<file path="config.mk">
export PLATFORM = sky130hd
export DESIGN_NAME = w5300_multi_socket_conf
export DESIGN_NICKNAME = d
export VERILOG_FILES = /design/src/rtl/w5300_multi_socket_conf.sv
export SDC_FILE = /design/constraint.sdc
export NUM_CORES = 1
export LEC_CHECK = 0
export ABC_AREA = 1
export CAP_MARGIN = 20
export CORE_UTILIZATION = 40
export CTS_CLUSTER_DIAMETER = 60
export CTS_CLUSTER_SIZE = 25
export DETAILED_ROUTE_END_ITERATION = 10
export GPL_ROUTABILITY_DRIVEN = 1
export PLACE_DENSITY = 0.74
export SETUP_SLACK_MARGIN = 0.02
export SLEW_MARGIN = 20
export SYNTH_ARGS = -nofsm -noshare
export SYNTH_HDL_FRONTEND = slang
export SYNTH_SLANG_ARGS = --single-unit
</file>
<file path="constraint.sdc">
create_clock -name clk -period 1.6 [get_ports clk]
set_input_delay 0.32 -clock clk [delete_from_list [all_inputs] [get_ports clk]]
set_output_delay 0.32 -clock clk [all_outputs]
set_load 0.05 [all_outputs]
</file>
<file path="src/rtl/w5300_multi_socket_conf.sv">
// w5300_multi_socket_conf
// Brings up NUM_SOCKETS W5300 sockets one after another. Each socket is a TCP
// server or UDP socket as chosen by UDP_MASK. The block drives the
// addr/wr_data/op_state handshake of the W5300 bus controller. It retries a
// socket whose status read times out, up to MAX_RETRY extra attempts. After
// bring-up, a single socket can be re-opened on request.
//
// Ports
//   clk, rst           clock, asynchronous active-high reset
//   enable             starts the bring-up of all sockets (sampled in Idle)
//   addr[10:0]         {WR/RD flag, 10-bit register address}
//   wr_data[15:0]      write data (0 for reads)
//   rd_data[15:0]      read data, valid while op_state is high
//   op_state           one-cycle completion pulse from the bus controller
//   reconf_req/idx     re-open socket reconf_idx (accepted only in Done)
//   busy, done         activity / completion status
//   sock_ready, sock_fail  per-socket result flags
module w5300_multi_socket_conf #(
  parameter int          NUM_SOCKETS = 2,
  parameter logic [7:0]  UDP_MASK    = 8'h00,
  parameter logic [15:0] BASE_PORT   = 16'd7000,
  parameter logic [15:0] OP_TIMEOUT  = 16'd50,
  parameter logic [2:0]  MAX_RETRY   = 3'd2
) (
  input  logic                   clk,
  input  logic                   rst,
  input  logic                   enable,
  output logic [10:0]            addr,
  output logic [15:0]            wr_data,
  input  logic [15:0]            rd_data,
  input  logic                   op_state,
  input  logic                   reconf_req,
  input  logic [2:0]             reconf_idx,
  output logic                   busy,
  output logic                   done,
  output logic [NUM_SOCKETS-1:0] sock_ready,
  output logic [NUM_SOCKETS-1:0] sock_fail
);

  // W5300 register map and command values
  localparam logic       W5_WR       = 1'b1;
  localparam logic       W5_RD       = 1'b0;
  localparam logic [9:0] IDLE_REG    = 10'h3fe;
  localparam logic [9:0] SN_MR       = 10'h200;
  localparam logic [9:0] SN_CR       = 10'h202;
  localparam logic [9:0] SN_IMR      = 10'h204;
  localparam logic [9:0] SN_SSR      = 10'h208;
  localparam logic [9:0] SN_PORTR    = 10'h20a;
  localparam logic [9:0] SN_KPALVTR  = 10'h21a;
  localparam logic [7:0] CR_OPEN     = 8'h01;
  localparam logic [7:0] CR_LISTEN   = 8'h02;
  localparam logic [7:0] CR_CLOSE    = 8'h10;
  localparam logic [7:0] MR_P_TCP    = 8'h01;
  localparam logic [7:0] MR_P_UDP    = 8'h02;
  localparam logic [7:0] MR_ND_ACK   = 8'h20;
  localparam logic [7:0] IMR_TCP     = 8'h1f;  // SENDOK|TIMEOUT|RECV|DISCON|CON
  localparam logic [7:0] IMR_UDP     = 8'h1c;  // SENDOK|TIMEOUT|RECV
  localparam logic [7:0] SOCK_INIT   = 8'h13;
  localparam logic [7:0] SOCK_LISTEN = 8'h14;
  localparam logic [7:0] SOCK_UDP    = 8'h22;
  localparam logic [3:0] LAST_IDX    = 4'(NUM_SOCKETS - 1);
  localparam logic [3:0] NUM_S4      = 4'(NUM_SOCKETS);

  // Socket n registers sit at the socket-0 address plus 0x40*n.
  function automatic logic [9:0] sn_reg(input logic [9:0] base, input logic [2:0] n);
    return base + {1'b0, n, 6'b000000};
  endfunction

  typedef enum logic [3:0] {
    ST_IDLE, ST_CLOSE, ST_PARAMS, ST_OPEN, ST_WAIT_INIT,
    ST_LISTEN, ST_WAIT_STATUS, ST_NEXT, ST_DONE
  } state_t;

  state_t                 state_r, state_s;
  logic [2:0]             cur_r, cur_s, retry_r, retry_s;
  logic [1:0]             op_cnt_r, op_cnt_s;
  logic [15:0]            tmo_cnt_r, tmo_s;
  logic                   single_r, single_s;
  logic [NUM_SOCKETS-1:0] ready_r, ready_s, fail_r, fail_s;
  logic                   busy_r, done_r;
  logic [10:0]            addr_s;
  logic [15:0]            wr_data_s;
  logic                   is_udp_s, timeout_s, init_match_s, listen_match_s;
  logic [7:0]             cur_oh_s, rc_oh_s;
  logic [NUM_SOCKETS-1:0] cur_mask_s, rc_mask_s;
  logic                   unused_s;

  assign is_udp_s       = UDP_MASK[cur_r];
  assign timeout_s      = (tmo_cnt_r >= OP_TIMEOUT);
  assign init_match_s   = is_udp_s ? (rd_data[7:0] == SOCK_UDP) : (rd_data[7:0] == SOCK_INIT);
  assign listen_match_s = (rd_data[7:0] == SOCK_LISTEN);
  assign cur_oh_s       = 8'd1 << cur_r;
  assign rc_oh_s        = 8'd1 << reconf_idx;
  assign cur_mask_s     = cur_oh_s[NUM_SOCKETS-1:0];
  assign rc_mask_s      = rc_oh_s[NUM_SOCKETS-1:0];
  // Upper status byte and the one-hot bits above NUM_SOCKETS carry no information.
  assign unused_s       = ^{rd_data[15:8], cur_oh_s, rc_oh_s};

  assign addr       = addr_s;
  assign wr_data    = wr_data_s;
  assign busy       = busy_r;
  assign done       = done_r;
  assign sock_ready = ready_r;
  assign sock_fail  = fail_r;

  // Next-state, bus-access and status-flag decode
  always_comb begin
    state_s   = state_r;
    cur_s     = cur_r;
    retry_s   = retry_r;
    op_cnt_s  = op_cnt_r;
    single_s  = single_r;
    ready_s   = ready_r;
    fail_s    = fail_r;
    tmo_s     = 16'd0;
    addr_s    = {W5_RD, IDLE_REG};
    wr_data_s = 16'h0000;
    case (state_r)
      ST_IDLE: begin
        if (enable) begin
          state_s  = ST_CLOSE;
          cur_s    = 3'd0;
          retry_s  = 3'd0;
          op_cnt_s = 2'd0;
          single_s = 1'b0;
        end else begin
          state_s = ST_IDLE;
        end
      end
      ST_CLOSE: begin
        addr_s    = {W5_WR, sn_reg(SN_CR, cur_r)};
        wr_data_s = {8'h00, CR_CLOSE};
        if (op_state) begin
          state_s  = ST_PARAMS;
          op_cnt_s = 2'd0;
        end else begin
          state_s = ST_CLOSE;
        end
      end
      ST_PARAMS: begin
        case (op_cnt_r)
          2'd0: begin
            addr_s    = {W5_WR, sn_reg(SN_MR, cur_r)};
            wr_data_s = is_udp_s ? {8'h00, MR_P_UDP} : {8'h00, MR_ND_ACK | MR_P_TCP};
          end
          2'd1: begin
            addr_s    = {W5_WR, sn_reg(SN_PORTR, cur_r)};
            wr_data_s = BASE_PORT + {13'd0, cur_r};
          end
          2'd2: begin
            addr_s    = {W5_WR, sn_reg(SN_IMR, cur_r)};
            wr_data_s = is_udp_s ? {8'h00, IMR_UDP} : {8'h00, IMR_TCP};
          end
          default: begin
            addr_s    = {W5_WR, sn_reg(SN_KPALVTR, cur_r)};
            wr_data_s = {8'd1, 8'd1};
          end
        endcase
        // UDP sockets have no keep-alive/protocol write, so they leave after IMR.
        if (op_state) begin
          if ((op_cnt_r == 2'd3) || ((op_cnt_r == 2'd2) && is_udp_s)) begin
            state_s  = ST_OPEN;
            op_cnt_s = 2'd0;
          end else begin
            op_cnt_s = op_cnt_r + 2'd1;
          end
        end else begin
          state_s = ST_PARAMS;
        end
      end
      ST_OPEN: begin
        addr_s    = {W5_WR, sn_reg(SN_CR, cur_r)};
        wr_data_s = {8'h00, CR_OPEN};
        if (op_state) begin
          state_s = ST_WAIT_INIT;
        end else begin
          state_s = ST_OPEN;
        end
      end
      ST_WAIT_INIT: begin
        addr_s = {W5_RD, sn_reg(SN_SSR, cur_r)};
        tmo_s  = tmo_cnt_r + 16'd1;
        // A matching status wins over a timeout that lands in the same cycle.
        if (op_state && init_match_s) begin
          if (is_udp_s) begin
            ready_s = ready_r | cur_mask_s;
            state_s = ST_NEXT;
          end else begin
            state_s = ST_LISTEN;
          end
        end else if (timeout_s) begin
          if (retry_r < MAX_RETRY) begin
            retry_s = retry_r + 3'd1;
            state_s = ST_CLOSE;
          end else begin
            fail_s  = fail_r | cur_mask_s;
            state_s = ST_NEXT;
          end
        end else begin
          state_s = ST_WAIT_INIT;
        end
      end
      ST_LISTEN: begin
        addr_s    = {W5_WR, sn_reg(SN_CR, cur_r)};
        wr_data_s = {8'h00, CR_LISTEN};
        if (op_state) begin
          state_s = ST_WAIT_STATUS;
        end else begin
          state_s = ST_LISTEN;
        end
      end
      ST_WAIT_STATUS: begin
        addr_s = {W5_RD, sn_reg(SN_SSR, cur_r)};
        tmo_s  = tmo_cnt_r + 16'd1;
        if (op_state && listen_match_s) begin
          ready_s = ready_r | cur_mask_s;
          state_s = ST_NEXT;
        end else if (timeout_s) begin
          if (retry_r < MAX_RETRY) begin
            retry_s = retry_r + 3'd1;
            state_s = ST_CLOSE;
          end else begin
            fail_s  = fail_r | cur_mask_s;
            state_s = ST_NEXT;
          end
        end else begin
          state_s = ST_WAIT_STATUS;
        end
      end
      ST_NEXT: begin
        if (!single_r && ({1'b0, cur_r} < LAST_IDX)) begin
          cur_s   = cur_r + 3'd1;
          retry_s = 3'd0;
          state_s = ST_CLOSE;
        end else begin
          state_s = ST_DONE;
        end
      end
      ST_DONE: begin
        if (reconf_req && ({1'b0, reconf_idx} < NUM_S4)) begin
          cur_s    = reconf_idx;
          ready_s  = ready_r & ~rc_mask_s;
          fail_s   = fail_r & ~rc_mask_s;
          retry_s  = 3'd0;
          op_cnt_s = 2'd0;
          single_s = 1'b1;
          state_s  = ST_CLOSE;
        end else begin
          state_s = ST_DONE;
        end
      end
      default: begin
        state_s = ST_IDLE;
      end
    endcase
  end

  // State, counters and registered status outputs
  always_ff @(posedge clk or posedge rst) begin
    if (rst) begin
      state_r   <= ST_IDLE;
      cur_r     <= 3'd0;
      retry_r   <= 3'd0;
      op_cnt_r  <= 2'd0;
      tmo_cnt_r <= 16'd0;
      single_r  <= 1'b0;
      ready_r   <= '0;
      fail_r    <= '0;
      busy_r    <= 1'b0;
      done_r    <= 1'b0;
    end else begin
      state_r   <= state_s;
      cur_r     <= cur_s;
      retry_r   <= retry_s;
      op_cnt_r  <= op_cnt_s;
      tmo_cnt_r <= tmo_s;
      single_r  <= single_s;
      ready_r   <= ready_s;
      fail_r    <= fail_s;
      busy_r    <= (state_s != ST_IDLE) && (state_s != ST_DONE);
      done_r    <= (state_s == ST_DONE);
    end
  end

endmodule

</file>
==> key figures, run 1 <==
Clock tree
  – Total CTS buffers: 5
  – Insertion delay to the later sink of the worst-skew pair: approximately 0.29 ns
  – Reg clk slew, reported paths: 0.08 ns
  – CTS Buffer Depth: 2
  – Hold_buf cts: 0
  – H-tree depth reported by CTS: 2
  – Clock tree from TritonCTS: yes
  – Root buffer cell: clkbuf_8
  – Clock sink count: 35

Job
  – Max Cap Viol: 0

Setup path
  – Critical path class: reg2out
  – CP Max Fanout: 7
  – Crit path cell chain: nor2_4 > nand3_4 > inv_4 > buf_12 > nor2_4 > nand2_4 > nand4_1 > buf_12
  – Crit end category: output pin
  – Crit path required time: ~1.3 ns
  – Critical Path Start Type: register
  – Crit-path slowest cell: dfrtp_2
  – Bufs and invs on worst path: 3
  – WP data arrival: about 1.7 ns
  – CP delay by family, top: simple AND/OR/NAND/NOR gates
  – R2R Setup Slk: -0.22 ns
  – Max incr delay on CP: 0.46 ns

Power
  – Worst VDD drop: between 2000 and 2500 uV
  – Clock power share: 0.108
  – Pwr Total: between 7 and 8 mW
  – Reg power frac: 0.161
  – Combinational share of power: 0.731
  – Int Power: 4.104 mW
  – Switching share of power: 0.4722
  – PD cells: around 1900 nW/um2
  – Static Leakage: around 2 nW
  – Psw: approximately 3.7 mW

Global route
  – Total GRT Usage: 0.2152
  – Initial antenna violation count: 0
  – Grt total ovfl: 0
  – Largest net degree at the start of global routing: 36
  – First-pass GRT wire length: between 10000 and 15000 um
  – Vias in the first global route: roughly 2500

STA
  – Crit path time final: 1.997 ns
  – Final period utilization: 1.248
  – TNS Setup: -7.271 ns
  – Hold_ws: 0.3559 ns
  – Final Hold Viols: 0
  – Setup violations, final: 33
  – Final worst slack: -0.3968 ns
  – Worst clock skew: ~0.0072 ns
  – Fmax: about 500 MHz
  – Fin. max-slew vios: 0
  – RSZ-0062 raised after global routing: true

Drt
  – Avg Vias per Cell: just under 5
  – WL final: slightly above 7000 um
  – Via count: around 2600
  – ANT nets after route: 0
  – Post-route DRC: 0
  – DR pass1 iterations: 4
  – Iter 0 DRT Violations: around 170
  – Post-DR wirelength/cell: 13.44 um

Final layout
  – Nets: between 400 and 500
  – Area growth from synthesis to layout: 63.24%
  – Share of cells above drive strength 1: 0.3961
  – Inserted Diodes: 0

Synth
  – EDFF count, synth: 0
  – Mapped cell area: 2485 um2
  – Synth area leader: dfrtp_1
  – Synth Flop Type: dfrtp_1
  – Post-synth top area share: 0.3525
  – Sequential share of the synthesized area: 0.3525
  – Count of cell types in the netlist: 35
  – Async SR Flop Fraction: 1.000
  – Syn Area/Cell: between 6 and 7 um2
  – Yosys reg bits: 35
  – Synth area leaders: dfrtp_1, nand2_1, inv_1, nor2_1, nand3_1
  – Ys Warns: 0
  – Cell count after synthesis: about 360

Placement
  – Final HPWL DP: 4678 um
  – Placer congestion estimate: slightly above 0.9
  – Place WS: -0.1857 ns
  – Port bufs: 41

Die
  – Die Footprint: roughly 6500 um2
  – Starting Density: 0.4172
  – DIE HEIGHT: slightly above 80 um
  – I/O pin count: between 50 and 60
  – Core footprint: between 5000 and 6000 um2
  – Row count: 28
  – Horiz. Die Dim: slightly above 80 um

Status
  – Failing checks: negative setup slack
  – Status: finished with violations

Worst hold path
  – Worst Hold Class: in2async
[stage by stage]
step | instances | utilization | area [um2]
after floorplan | 366 | - | 2596
after detailed placement | 505 | 0.5941 | 3538
after global placement | 505 | 0.5941 | 3538
after global routing | 532 | 0.6811 | 4056
after CTS | 523 | 0.6458 | 3846
final | 532 | 0.6811 | 4056
[final timing paths]
kind / to / startpoint / depth (start not counted)
min in group clk: retry_r[1] / retry_r[1] / 2
max in group asynchronous: state_r[3] / rst / 3
min: op_cnt_r[1] / rst / 3
max: addr[1] / state_r[3] / 8
min reg2reg: retry_r[1] / retry_r[1] / 2
max reg2reg: busy / op_cnt_r[1] / 13
[tightest hold or removal path, delay by kind of cell]
| kind | cells | cell delay [ns] |
|---|---|---|
| buf+inv | 3 | 0.69 |
[Yosys cell counts (all sizes together), types with 2 or more instances]
cell,instances
conb,2
xor2,2
xnor2,2
nand2,102
nand3b,3
o21a,2
nor3,9
buf,12
ha,8
a21oi,12
nand3,31
nand4,4
dfrtp,35
o21ai,18
or2,2
nor2,50
inv,60
[layout make-up]
cell class                      count  area [um2]
Multi-Input combinational cell    258        1614
Tap cell                           75       93.84
Fill cell                         440        1899
Clock inverter                      2       35.03
Sequential cell                    35       880.8
Inverter                           60       235.2
Clock buffer                        6       82.58
Timing Repair Buffer               96        1115
[registers in the layout, indices dropped and copies added (netlist names)]
register	flops
busy	1
cur_r	3
done	1
op_cnt_r	2
retry_r	3
single_r	1
sock_fail	2
sock_ready	2
state_r	4
tmo_cnt_r	16
[power groups by stage]
| stage | registers [mW] | clock network, mW | logic [mW] |
|---|---|---|---|
| after detailed placement | 1.25 | 0 | 4.77 |
| after floorplan | 1.41 | 0 | 2.44 |
| after global routing | 1.28 | 0.888 | 6.00 |
| final | 1.25 | 0.840 | 5.68 |
| after CTS | 1.24 | 0.859 | 5.19 |
| after global placement | 1.24 | 0 | 4.71 |
[routing by layer]
metal  vias to the layer above  track usage  share of wire
met5                         -            0              0
met4                         0      0.05893          0.019
met3                        16      0.03708          0.054
met2                        89       0.4126           0.53
met1                      1207       0.2415           0.39
li1                       1307            -              -
[logic make-up after synthesis]
family,count (synthesis),share of synthesized area
simple gates,202,0.3792
flops,35,0.3525
xor+xnor,4,0.01410
buf+inv,73,0.1299
other cells,2,0.003022
compound gates,37,0.08107
fa+ha+maj,8,0.04028
[cell usage in the layout (no fill, tap or decap), types with 3 or more instances in the layout]
cell type        instances
a21oi_1                 10
o21ai_4                  3
o21ai_0                  9
nand2_4                  6
ha_1                     4
nor2_2                   3
nand4_1                  4
nand2_1                 78
buf_4                   49
nand3_2                 10
o21ai_1                  5
nand3_1                 19
nand3b_1                 3
nor2_1                  31
inv_2                   13
clkdlybuf4s50_1         15
dfrtp_2                  4
inv_1                   43
nor2_4                  16
dfrtp_1                 31
buf_6                    5
inv_4                    4
buf_12                  27
nor3_1                   5
clkbuf_8                 6
conb_1                   7
nand2_2                 17
[repair_timing]
item / 4_1_cts / 5_1_grt
buffers inserted: 11 / 11
setup endpoints to repair: 29 / 39
pin swaps: 10 / 7
resized for setup: 35 / 46
Note: power is estimated with default switching activity, not from simulation.
==> inputs of run 2 (changes only) <==
--- a/config.mk
+++ b/config.mk
@@ -7,12 +7,15 @@
 export LEC_CHECK = 0
 export ABC_AREA = 1
 export CAP_MARGIN = 20
-export CORE_UTILIZATION = 40
+export CELL_PAD_IN_SITES_DETAIL_PLACEMENT = 1
+export CELL_PAD_IN_SITES_GLOBAL_PLACEMENT = 1
+export CORE_UTILIZATION = 36
 export CTS_CLUSTER_DIAMETER = 60
 export CTS_CLUSTER_SIZE = 25
 export DETAILED_ROUTE_END_ITERATION = 10
 export GPL_ROUTABILITY_DRIVEN = 1
-export PLACE_DENSITY = 0.74
+export PLACE_DENSITY = 0.89
+export REMOVE_ABC_BUFFERS = 1
 export SETUP_SLACK_MARGIN = 0.02
 export SLEW_MARGIN = 20
 export SYNTH_ARGS = -nofsm -noshare
==> run 2 against run 1 <==
  * The run still ends with negative setup slack left
  * Worst setup slack lost 0.10 ns
  * Cell count up 7.3%
  * Sequential share of layout area is 3.0 points lower
  * Combinational power grew 29%
  * Global-route usage is 18 points higher
  * Critical endpoint is now addr[7]
  * Highest routed layer unchanged
==> key figures, run 2 (synthesis gave the netlist of run 1 again) <==
Status
  – Status: finished with violations
  – Failing checks: negative setup slack

Die
  – Core footprint: 6495 um2 (+9.1%)
  – I/O pin count: 57 (unchanged)
  – Row count: 29 (+3.6%)
  – Starting Density: 0.3826 (-0.03464)
  – DIE HEIGHT: 85.08 um (+5.3%)
  – Die Footprint: 7239 um2 (+11%)
  – Horiz. Die Dim: 85.08 um (+5.3%)

Power
  – Int Power: 4.674 mW (+14%)
  – Psw: 4.852 mW (+32%)
  – Reg power frac: 0.140 (-0.021)
  – Clock power share: 0.092 (-0.016)
  – Static Leakage: 2.231 nW (+12%)
  – Switching share of power: 0.5094 (+0.03721)
  – Pwr Total: 9.526 mW (+23%)
  – Combinational share of power: 0.768 (+0.037)
  – PD cells: 2021 nW/um2 (+5.4%)
  – Worst VDD drop: 1201 uV (-45%)

Drt
  – Post-DR wirelength/cell: 28.45 um (+110%)
  – DR pass1 iterations: 5 (+1)
  – Avg Vias per Cell: 6.019 (+22%)
  – Iter 0 DRT Violations: 242 (+44%)
  – ANT nets after route: 0 (unchanged)
  – Via count: 3437 (+31%)
  – WL final: 16240 um (+130%)
  – Post-route DRC: 0 (unchanged)

Setup path
  – Crit-path slowest cell: dfrtp_2
  – CP Max Fanout: 5 (-2)
  – Crit path cell chain: inv_2 > nor2_4 > nand2_2 > nand2_4 > nor2_4 > nand2_4 > buf_4 > nand2_4 > buf_12
  – Critical path class: reg2out
  – Max incr delay on CP: 0.49 ns (+0.03 ns)
  – Crit path required time: 1.28 ns (about the same)
  – WP data arrival: 1.78 ns (+0.10 ns)
  – Critical Path Start Type: register
  – Crit end category: output pin
  – CP most frequent cell: nand2_4
  – R2R depth: 11 (-2)

Final layout
  – Inserted Diodes: 0 (unchanged)
  – Share of cells above drive strength 1: 0.5405 (+0.1444)
  – Nets: 525 (+7.6%)
  – Area growth from synthesis to layout: 89.73%
  – Commonest non-fill, non-tap cell in the layout: nand2_1
  – Max FFs per register: 16 (unchanged)
  – Most frequent cells in the layout: nand2_1, buf_4, inv_1
  – Biggest regs: tmo_cnt_r x16, state_r x4
  – Post-layout util: 0.7259 (+0.04478)
  – Most flops, register: tmo_cnt_r

Clock tree
  – Reg clk slew, reported paths: 0.10 ns (+0.02 ns)
  – Clock tree from TritonCTS: yes
  – Clock sink count: 35 (unchanged)
  – Total CTS buffers: 5 (unchanged)
  – Insertion delay to the later sink of the worst-skew pair: 0.31 ns (+0.02 ns)
  – Root buffer cell: clkbuf_8
  – CTS Buffer Depth: 2 (unchanged)
  – H-tree depth reported by CTS: 2 (unchanged)
  – Hold_buf cts: 0 (unchanged)

Worst hold path
  – Worst Hold Class: in2async

Global route
  – Grt total ovfl: 0 (unchanged)
  – Vias in the first global route: 3601 (+45%)
  – First-pass GRT wire length: 20940 um (+93%)
  – Initial antenna violation count: 0 (unchanged)
  – Largest net degree at the start of global routing: 36 (unchanged)
  – Total GRT Usage: 0.3910 (+0.1758)

STA
  – Final worst slack: -0.4987 ns (-0.1019 ns)
  – Crit path time final: 2.099 ns (+0.1019 ns)
  – Final period utilization: 1.312 (+0.06371)
  – Fmax: 476.5 MHz (-4.9%)
  – Final Hold Viols: 0 (unchanged)
  – TNS Setup: -15.42 ns (-8.148 ns)
  – RSZ-0062 raised after global routing: true
  – Setup violations, final: 47 (+42%)
  – Worst clock skew: 0.01266 ns (+0.005436 ns)
  – Fin. max-slew vios: 0 (unchanged)

Job
  – Max Cap Viol: 0 (unchanged)

Placement
  – Place WS: -0.2524 ns (-0.06671 ns)
  – Placer congestion estimate: 0.7862 (-16%)
  – Final HPWL DP: 6457 um (+38%)
  – Port bufs: 41 (unchanged)
[run 2: cell count changes in the layout (fill, tap and decap cells not counted), sizes merged]
cell	delta
clkinv	-1
clkinvlp	+1
inv	+1
clkbuf	-1
buf	+37
[run 2: power groups by stage]
| stage | clock network [mW] | logic [mW] | registers, mW |
|---|---|---|---|
| after global routing | 0.916 | 7.46 | 1.34 |
| final | 0.874 | 7.32 | 1.34 |
| after CTS | 0.866 | 6.11 | 1.27 |
| after global placement | 0 | 4.64 | 1.22 |
| after detailed placement | 0 | 4.83 | 1.25 |
| after floorplan | 0 | 2.19 | 1.40 |
[run 2: timing repair]
item	CTS	global route
buffers inserted	31	19
pin swaps	30	32
endpoints found under the setup margin	43	49
gates resized for setup	141	80
[run 2: per-stage QoR]
step | hold slack (ns) | cells | instance area, um2
after floorplan | 0.4585 | 353 | 2406
after global placement | 0.4833 | 515 | 3491
after detailed placement | 0.4995 | 515 | 3491
after CTS | 0.3877 | 554 | 4304
after global routing | 0.4102 | 571 | 4715
final | 0.3873 | 571 | 4715
[run 2: worst max-delay path: cells and delay by family, from the launching register on]
kind / cells / cell delay [ns]
DFF: 1 / 0.49
buffers and inverters: 3 / 0.43
and+or+nand+nor: 6 / 0.56
[run 2: final timing paths]
| check | start | endpoint | slack [ns] |
|---|---|---|---|
| setup / recovery | state_r[2] | addr[7] | -0.50 |
| hold / removal | rst | tmo_cnt_r[2] | 0.39 |
| setup reg to reg | state_r[1] | op_cnt_r[0] | -0.45 |
| hold reg to reg | retry_r[2] | retry_r[2] | 0.57 |
| max in group asynchronous | rst | state_r[3] | 0.98 |
| min in group clk | retry_r[2] | retry_r[2] | 0.57 |
[run 2: layer usage]
metal  wire [um]  vias to the layer above  global-route usage
met5           0                        -                   0
met4        1568                        0              0.2773
met3        1061                      119             0.07490
met2        7868                      240              0.7023
met1        5744                     1701              0.4091
li1            -                     1377                   -
[run 2: cell type report]
cell class | instances | area (um2)
multi-input cells | 258 | 1893
inverters | 60 | 257.7
clock buffers | 5 | 68.82
repair buffers | 133 | 1469
well taps | 77 | 96.34
fillers | 708 | 1780
clock inverters | 3 | 46.29
flip-flops and latches | 35 | 883.3
